## src/rtl/uart_pkg.sv

```systemverilog
// rtl/uart_pkg.sv - shared UART receive-path sizes and the unpacker FSM state type
package uart_pkg;

  // Received block width from the UART receiver and the outgoing word width
  localparam int BLOCK_W   = 864;
  localparam int WORD_W    = 32;
  localparam int NUM_WORDS = BLOCK_W / WORD_W;

  // Width of the word index presented to the downstream consumer
  localparam int IDX_W     = 5;

  // Unpacker FSM: IDLE waits for a block, DRAIN emits its words MSB-first
  typedef enum logic {
    ST_IDLE  = 1'b0,
    ST_DRAIN = 1'b1
  } unpack_state_e;

endpackage : uart_pkg

```

## src/rtl/rx_word_unpacker.sv

```systemverilog
// rtl/rx_word_unpacker.sv - splits a received UART block into a stream of MSB-first words
module rx_word_unpacker #(
  parameter int BLOCK_W = uart_pkg::BLOCK_W,
  parameter int WORD_W  = uart_pkg::WORD_W
) (
  input  logic               clk,
  input  logic               rst,
  input  logic [BLOCK_W-1:0] rx_data,
  input  logic               data_ready,
  output logic [WORD_W-1:0]  out_data,
  output logic               out_valid,
  input  logic               out_ready,
  output logic               out_last,
  output logic [4:0]         word_idx,
  output logic               block_done,
  output logic               overrun,
  input  logic               clr_overrun
);

  import uart_pkg::*;

  // Words per block and the index of the final word
  localparam int         N_WORDS  = BLOCK_W / WORD_W;
  localparam logic [4:0] LAST_IDX = 5'(N_WORDS - 1);

  // The block register is shifted left one word per transfer, so the
  // current word always sits in its top WORD_W bits.
  logic [BLOCK_W-1:0] block_q;
  unpack_state_e      state_q;
  logic [4:0]         word_idx_q;
  logic               out_valid_q;
  logic               out_last_q;
  logic               block_done_q;
  logic               overrun_q;

  logic               xfer;
  logic               xfer_last;
  logic               overrun_set;
  logic [4:0]         word_idx_d;

  // Handshake decode: a transfer needs both valid and ready; the last-word
  // transfer is the only moment a new block may be accepted while draining.
  always_comb begin
    xfer        = out_valid_q & out_ready;
    xfer_last   = xfer & (word_idx_q == LAST_IDX);
    overrun_set = (state_q == ST_DRAIN) & data_ready & ~xfer_last;
    word_idx_d  = 5'(word_idx_q + 5'd1);
  end

  // Unpacker FSM with registered handshake, index and status outputs
  always_ff @(posedge clk) begin
    if (rst) begin
      state_q      <= ST_IDLE;
      block_q      <= '0;
      word_idx_q   <= '0;
      out_valid_q  <= 1'b0;
      out_last_q   <= 1'b0;
      block_done_q <= 1'b0;
      overrun_q    <= 1'b0;
    end else begin
      block_done_q <= 1'b0;

      // Sticky drop flag: a new drop in the same cycle beats the clear
      if (overrun_set) begin
        overrun_q <= 1'b1;
      end else if (clr_overrun) begin
        overrun_q <= 1'b0;
      end

      unique case (state_q)
        ST_IDLE: begin
          if (data_ready) begin
            block_q     <= rx_data;
            word_idx_q  <= '0;
            out_valid_q <= 1'b1;
            out_last_q  <= (LAST_IDX == 5'd0);
            state_q     <= ST_DRAIN;
          end
        end

        ST_DRAIN: begin
          if (xfer_last) begin
            block_done_q <= 1'b1;
            if (data_ready) begin
              // Back-to-back block: reload with no bubble on out_valid
              block_q     <= rx_data;
              word_idx_q  <= '0;
              out_valid_q <= 1'b1;
              out_last_q  <= (LAST_IDX == 5'd0);
            end else begin
              block_q     <= '0;
              word_idx_q  <= '0;
              out_valid_q <= 1'b0;
              out_last_q  <= 1'b0;
              state_q     <= ST_IDLE;
            end
          end else if (xfer) begin
            block_q    <= block_q << WORD_W;
            word_idx_q <= word_idx_d;
            out_last_q <= (word_idx_d == LAST_IDX);
          end
        end

        default: begin
          state_q <= ST_IDLE;
        end
      endcase
    end
  end

  // Output word comes straight from the top of the block register and is
  // forced to zero whenever no word is being offered.
  always_comb begin
    out_data = out_valid_q ? block_q[BLOCK_W-1 -: WORD_W] : '0;
  end

  assign out_valid  = out_valid_q;
  assign out_last   = out_last_q;
  assign word_idx   = word_idx_q;
  assign block_done = block_done_q;
  assign overrun    = overrun_q;

endmodule : rx_word_unpacker

```

## config.mk

```make
export PLATFORM = sky130hd
export DESIGN_NAME = rx_word_unpacker
export DESIGN_NICKNAME = d
export VERILOG_FILES = /design/src/rtl/uart_pkg.sv /design/src/rtl/rx_word_unpacker.sv
export SDC_FILE = /design/constraint.sdc
export NUM_CORES = 2
export LEC_CHECK = 0
export ABC_CLOCK_PERIOD_IN_PS = 5500
export BUFFER_PORTS_ARGS = -buffer_cell sky130_fd_sc_hd__buf_4
export CAP_MARGIN = 20
export CORE_AREA = 2 2 355 357
export CTS_BUF_LIST = sky130_fd_sc_hd__clkbuf_8
export CTS_CLUSTER_SIZE = 12
export DETAILED_ROUTE_END_ITERATION = 10
export DIE_AREA = 0 0 357 359
export HOLD_SLACK_MARGIN = 0.08
export PLACE_DENSITY = 0.56
export SETUP_SLACK_MARGIN = 0.4
export SYNTH_ARGS = -nofsm -noshare
export SYNTH_HDL_FRONTEND = slang
export SYNTH_SLANG_ARGS = --single-unit
```

## constraint.sdc

```tcl
create_clock -name clk -period 5.5 [get_ports clk]
set_input_delay 0.55 -clock clk [delete_from_list [all_inputs] [get_ports clk]]
set_output_delay 0.55 -clock clk [all_outputs]
set_load 0.005 [all_outputs]
```

* Word level (Yosys, flattened, before mapping)
Index checks and enable logic that the tools add are counted.
** Word-level totals
- Flip-flop bits (word level) :: 874
- Bits of input ports :: 869
- Output and inout bits :: 41
- Logic and storage cells :: 46
** Cells by class
- $add $sub $neg :: 1
- Eq/ne operators :: 5
- Muxes and demuxes :: 23
- Bitwise operators :: 6
- Reductions and logical operators :: 4
** Operators by type and width (count)
- 864-bit two-way mux :: 4
- 864-bit case mux with 2 select lines :: 1
- 32-bit two-way mux :: 1
- 5-bit two-way mux :: 3
- 5-bit == test, second input constant :: 2
- 1-bit two-way mux :: 10
- 5-bit case mux with 2 select lines :: 1
- 1-bit case mux with 2 select lines :: 3
- 5-bit by 1-bit adder with 5-bit output, second input constant :: 1
- 1-bit AND :: 4
- 2-bit AND reduction :: 2
- 3-bit by 1-bit inequality test with 1-bit output, second input constant :: 1
- 2-bit by 1-bit inequality test with 1-bit output, second input constant :: 1
- 2-bit inequality test, second input constant :: 1
- 1-bit inverter :: 2
- 2-bit nonzero test :: 1
- 2-bit OR reduction :: 1

* Longest topological paths before layout
- Word-level depth :: 5
- Mapped depth :: 9
- Gate-level depth less buffers :: 6

* Worst setup path after synthesis
Ideal clock, no wire load.
- Path type :: register to register
- Start :: register word_idx_q[0], in the netlist word_idx[0]
- End :: register block_q[702]
- Library setup time :: 0.141 ns
- Arrival time :: 1.837 ns
- Required time :: 5.359 ns
- Path slack :: 3.522 ns
- Cell stages (with the launch flop) :: 10
- Buffers on the path :: 3
- Period minus slack after synthesis :: 1.978 ns
- Path through :: dfxtp_1 > inv_1 > ha_1 > nand4b_2 > o31ai_4 > buf_6 > buf_4 > buf_4 > a221oi_1 > nor3_2
** On the way
- Word-level cells in the longest chain between the ends :: 4
- Elaborated cells on any way between the ends :: 6
- Classes of those cells :: eq/ne (2); mux (2); bitwise (1); reduce/logical (1)
** Ends and longest elaborated chain
- start: declaration :: line rx_word_unpacker.sv:30 : logic [4:0] word_idx_q;
- start signal: assignment :: line rx_word_unpacker.sv:99 : word_idx_q <= word_idx_d;
- 5-bit == test * :: line rx_word_unpacker.sv:45 : xfer_last = xfer & (word_idx_q == LAST_IDX);
- 1-bit AND * :: line rx_word_unpacker.sv:45
- 864-bit two-way mux or 3-bit by 1-bit inequality test with 1-bit output (tied branches)
- 864-bit case mux with 2 select lines or 2-bit AND reduction (tied branches)
- end signal: assignment :: line rx_word_unpacker.sv:73 : block_q <= rx_data;
- end signal: assignment :: line rx_word_unpacker.sv:86 : block_q <= rx_data;
- end signal: assignment :: line rx_word_unpacker.sv:98 : block_q <= block_q << WORD_W;
- end: declaration :: line rx_word_unpacker.sv:28 : logic [BLOCK_W-1:0] block_q;
Mark *: on every way between the ends. The rest lies on a longest branch, timed or not.
A chain may end at the register's enable or synchronous reset.

* Worst setup path after layout
- Start :: register word_idx_q[1], in the netlist word_idx[1]
- End :: register block_q[314]
Same word-level chain as after synthesis.

==> results by group <==
Pwr
  • Peak VDD IR: 0.235 mV
  • Power Density: 299 mW/mm²
  • Lkg Pwr: 22.6 nW
  • Sequential share of power: 43.6%
  • Pint: 11.7 mW
  • Net Switching: 5.14 mW
  • Clock network power share: 37.1%
  • Sw Share: 30.5%
  • Combinational power share: 19.3%

Final layout
  • Share of post-route cells with drive strength above 1: 27.8%
  • Multi-input gate area: 0.0173 mm²
  • Final instance area: 0.0564 mm²
  • Area growth syn-to-layout: 53.2%
  • Final-layout fill cell count: 12000
  • Register Area: 0.0175 mm²
  • Final nets: 6353

Floorplanning
  • Initial core utilization: 29.6%
  • Ports: 910
  • DIE HEIGHT: 359 µm
  • Die span in x: 357 µm
  • Row count: 130
  • Total die area: 0.128 mm²
  • Core ar.: 0.125 mm²

STA
  • Post-Route Skew: 0.0642 ns
  • RSZ-0062 raised after global routing: no
  • Rel. slew slack: 19.1%
  • FMAX: 0.319 GHz
  • Tmin final: 3.14 ns
  • Final period util: 57.0%
  • Final hold violation count: 0
  • Count of final setup violators: 0
  • Max-slew violations: 0
  • Setup TNS: 0 ns
  • Slew @ Worst Pin: 1.21 ns

Yosys
  • Synth cell count leaders: 874 x dfxtp_1, 835 x nor2_1, 756 x a221oi_1, 561 x nor3_1, 300 x clkbuf_1
  • Seq/Total Area, Yosys: 47.5%
  • Syn Nets: 4835
  • Synth top area cells: dfxtp_1 48%, a221oi_1 18%, nor2_1 8.5%, nor3_1 7.6%, nor3_2 7.4%
  • Post-Synthesis Cells: 3963
  • Most common cell in the synthesized netlist: dfxtp_1
  • Top FF cell, synth: dfxtp_1
  • Fraction of registers with async set/reset: 0%
  • Post-synth EDFFs: 0
  • Synthesized area: 0.0368 mm²
  • Synth Register Bits: 874
  • Mean Syn Cell Area: 9.29 µm²
  • Library cells used by synthesis: 38
  • Synth area leader: dfxtp_1
  • Share of the synthesized area in the top cell type: 47.5%
  • Synth warn: 0

Global routing
  • Largest net degree at the start of global routing: 195
  • Vias in the first global route: 38900
  • Initial antenna violation count: 68
  • GR Overflow Total: 0
  • First-pass GRT wire length: 255 mm
  • GRT Util Overall: 26.3%

Worst setup path
  • RR Startpoint: word_idx[1]$_SDFFE_PP0P_
  • Worst endpoint required time: 6.29 ns
  • WS Path Type: flip-flop to flip-flop
  • Reg2Reg Depth: 7
  • Crit path capture type: flip-flop
  • Crit-path most repeated cell: buf_4
  • WP buf/inv: 2
  • CP cell instances: ha_1 -> nand4b_2 -> o31ai_4 -> buf_4 -> buf_4 -> a221oi_1 -> nor3_1
  • CP Max Fanout: 40
  • Critical R2R Capture: block_q[314]$_SDFFE_PP0P_
  • Slowest CP cell: o31ai_4
  • CP Data Arrival Time: 3.93 ns
  • Family with the most delay on the worst path: buffers and inverters
  • Critical path origin: word_idx[1]$_SDFFE_PP0P_
  • Max stage delay on crit path: 0.76 ns
  • R2R Setup Slk: 2.36 ns
  • Crit path launch type: flip-flop

Route
  • Drt wl/cell: 24.4 µm
  • Post-Route WL: 179 mm
  • Vias: 39600
  • Drt initial violations: 4053
  • Via-to-Cell Ratio: 5.41
  • DRC Markers: 0
  • ANT nets after route: 0
  • Drt pass-1 iters: 6

CTS
  • Depth of the CTS H-tree: 4
  • CTS sink cnt: 874
  • Clock slew at reported path FFs: 0.06 ns
  • Num CTS Buffers: 162
  • CTS root buf: clkbuf_8
  • Worst-Skew Late Latency: 0.90 ns
  • Setup Fix Bufs, Post-CTS: 0
  • Clock buffer depth: 3
  • Post-CTS resize count: 0
  • CTS tree: yes
  • CTS Hold Bufs: 850

Placement
  • Final Wtd Congestion: 0.919
  • Number of port buffers: 909
  • Final HPWL DP: 122 mm
  • Post-DP Area: 0.0445 mm²

Worst hold path
  • Hold_sp: rx_data[502]
  • Hold Path Depth: 3
  • WHS Endpoint: block_q[502]$_SDFFE_PP0P_
  • Worst Hold Class: primary input to flip-flop

Job
  • Maxcap violations: 0

Run status
  • Status: finished, final reports clean
worst max-delay path by stage:
stage / endpoint / cells past startpoint
floorplan: block_q[702]$_SDFFE_PP0P_ / 9
global placement: block_q[284]$_SDFFE_PP0P_ / 7
detailed placement: block_q[284]$_SDFFE_PP0P_ / 7
CTS: block_q[284]$_SDFFE_PP0P_ / 7
global route: block_q[252]$_SDFFE_PP0P_ / 7
finish: block_q[314]$_SDFFE_PP0P_ / 7
area by class of cell:
class	count	area share, %
multi-input combinational	2610	30.6
inverter	5	0.0333
sequential	874	31.0
timing repair buffer	1828	28.7
clock inverter	90	0.918
clock buffer	196	4.78
antenna	69	0.306
tap	1650	3.66
power groups by stage:
stage                     registers (mW)  clock network, mW  logic, mW
after floorplan                     7.25                  0       1.67
after global placement              7.48                  0       2.64
after detailed placement            7.48                  0       2.67
after CTS                           7.35               6.39       3.23
after global routing                7.40               6.68       3.53
final                               7.35               6.26       3.25
flip-flops by register name (all words and copies together) (netlist names):
| name | count |
|---|---|
| block_done | 1 |
| block_q | 864 |
| out_last | 1 |
| out_valid | 1 |
| overrun | 1 |
| state_q | 1 |
| word_idx | 5 |
cells in the final DEF (no fill, tap or decap), types with 2 or more instances in the layout:
cell type and instances:
a31oi_1 3, and2_1 33, a22o_1 32, nor4_1 2, a221oi_2 76, clkinv_2 12
a221oi_1 756, dlygate4sd3_1 850, or3_1 2, inv_12 2, clkinvlp_4 3, nor2_1 834
nor2b_1 3, nor3_2 273, nand2_1 7, nand3b_1 2, nor3_1 561, a21oi_1 4
nand3_1 3, clkinv_8 7, dfxtp_1 874, clkbuf_8 196, inv_6 3, buf_4 951
ha_1 3, diode_2 69, buf_12 26, inv_1 67
worst reg2reg max path, cell delays in order, from the launching register on:
cell and delay [ns]:
dfxtp_1 0.46, ha_1 0.29, nand4b_2 0.22, o31ai_4 0.76
buf_4 0.54, buf_4 0.42, a221oi_1 0.16, nor3_1 0.25
logic make-up (layout without fill, tap and decap cells):
family / count (synthesis) / after routing / share of synthesized area [%]
buffers and inverters: 479 / 2119 / 5.67
other: 0 / 69 / 0
flip-flops: 874 / 874 / 47.5
AO/OA/AOI/OAI: 879 / 879 / 22.2
AND/OR/NAND/NOR: 1726 / 1726 / 24.5
adder cells (fa/ha/maj): 3 / 3 / 0.102
XOR/XNOR: 2 / 2 / 0.0476
per-stage QoR:
step | util, % | cells | total power, mW | hold slack [ns] | worst slack [ns]
2_1_floorplan | - | 3963 | 8.93 | 0.443 | 3.52
3_3_place_gp | 35.7 | 6117 | 10.1 | 0.457 | 2.41
3_5_place_dp | 35.7 | 6117 | 10.2 | 0.458 | 2.36
4_1_cts | 45.1 | 7253 | 17.0 | 0.0802 | 2.36
5_1_grt | 45.2 | 7297 | 17.6 | 0.100 | 2.15
6_report | 45.3 | 7322 | 16.9 | 0.130 | 2.36
per-layer routing:
layer / part of all wire, % / wire length, µm / global-route usage (%) / vias up
li1: - / - / - / 18200
met1: 41 / 74100 / 33.2 / 19300
met2: 48 / 85200 / 44.0 / 1750
met3: 7.0 / 12500 / 5.53 / 387
met4: 3.7 / 6640 / 9.61 / 20
met5: 0.077 / 137 / 0 / -
Note: power is estimated with default switching activity, not from simulation.
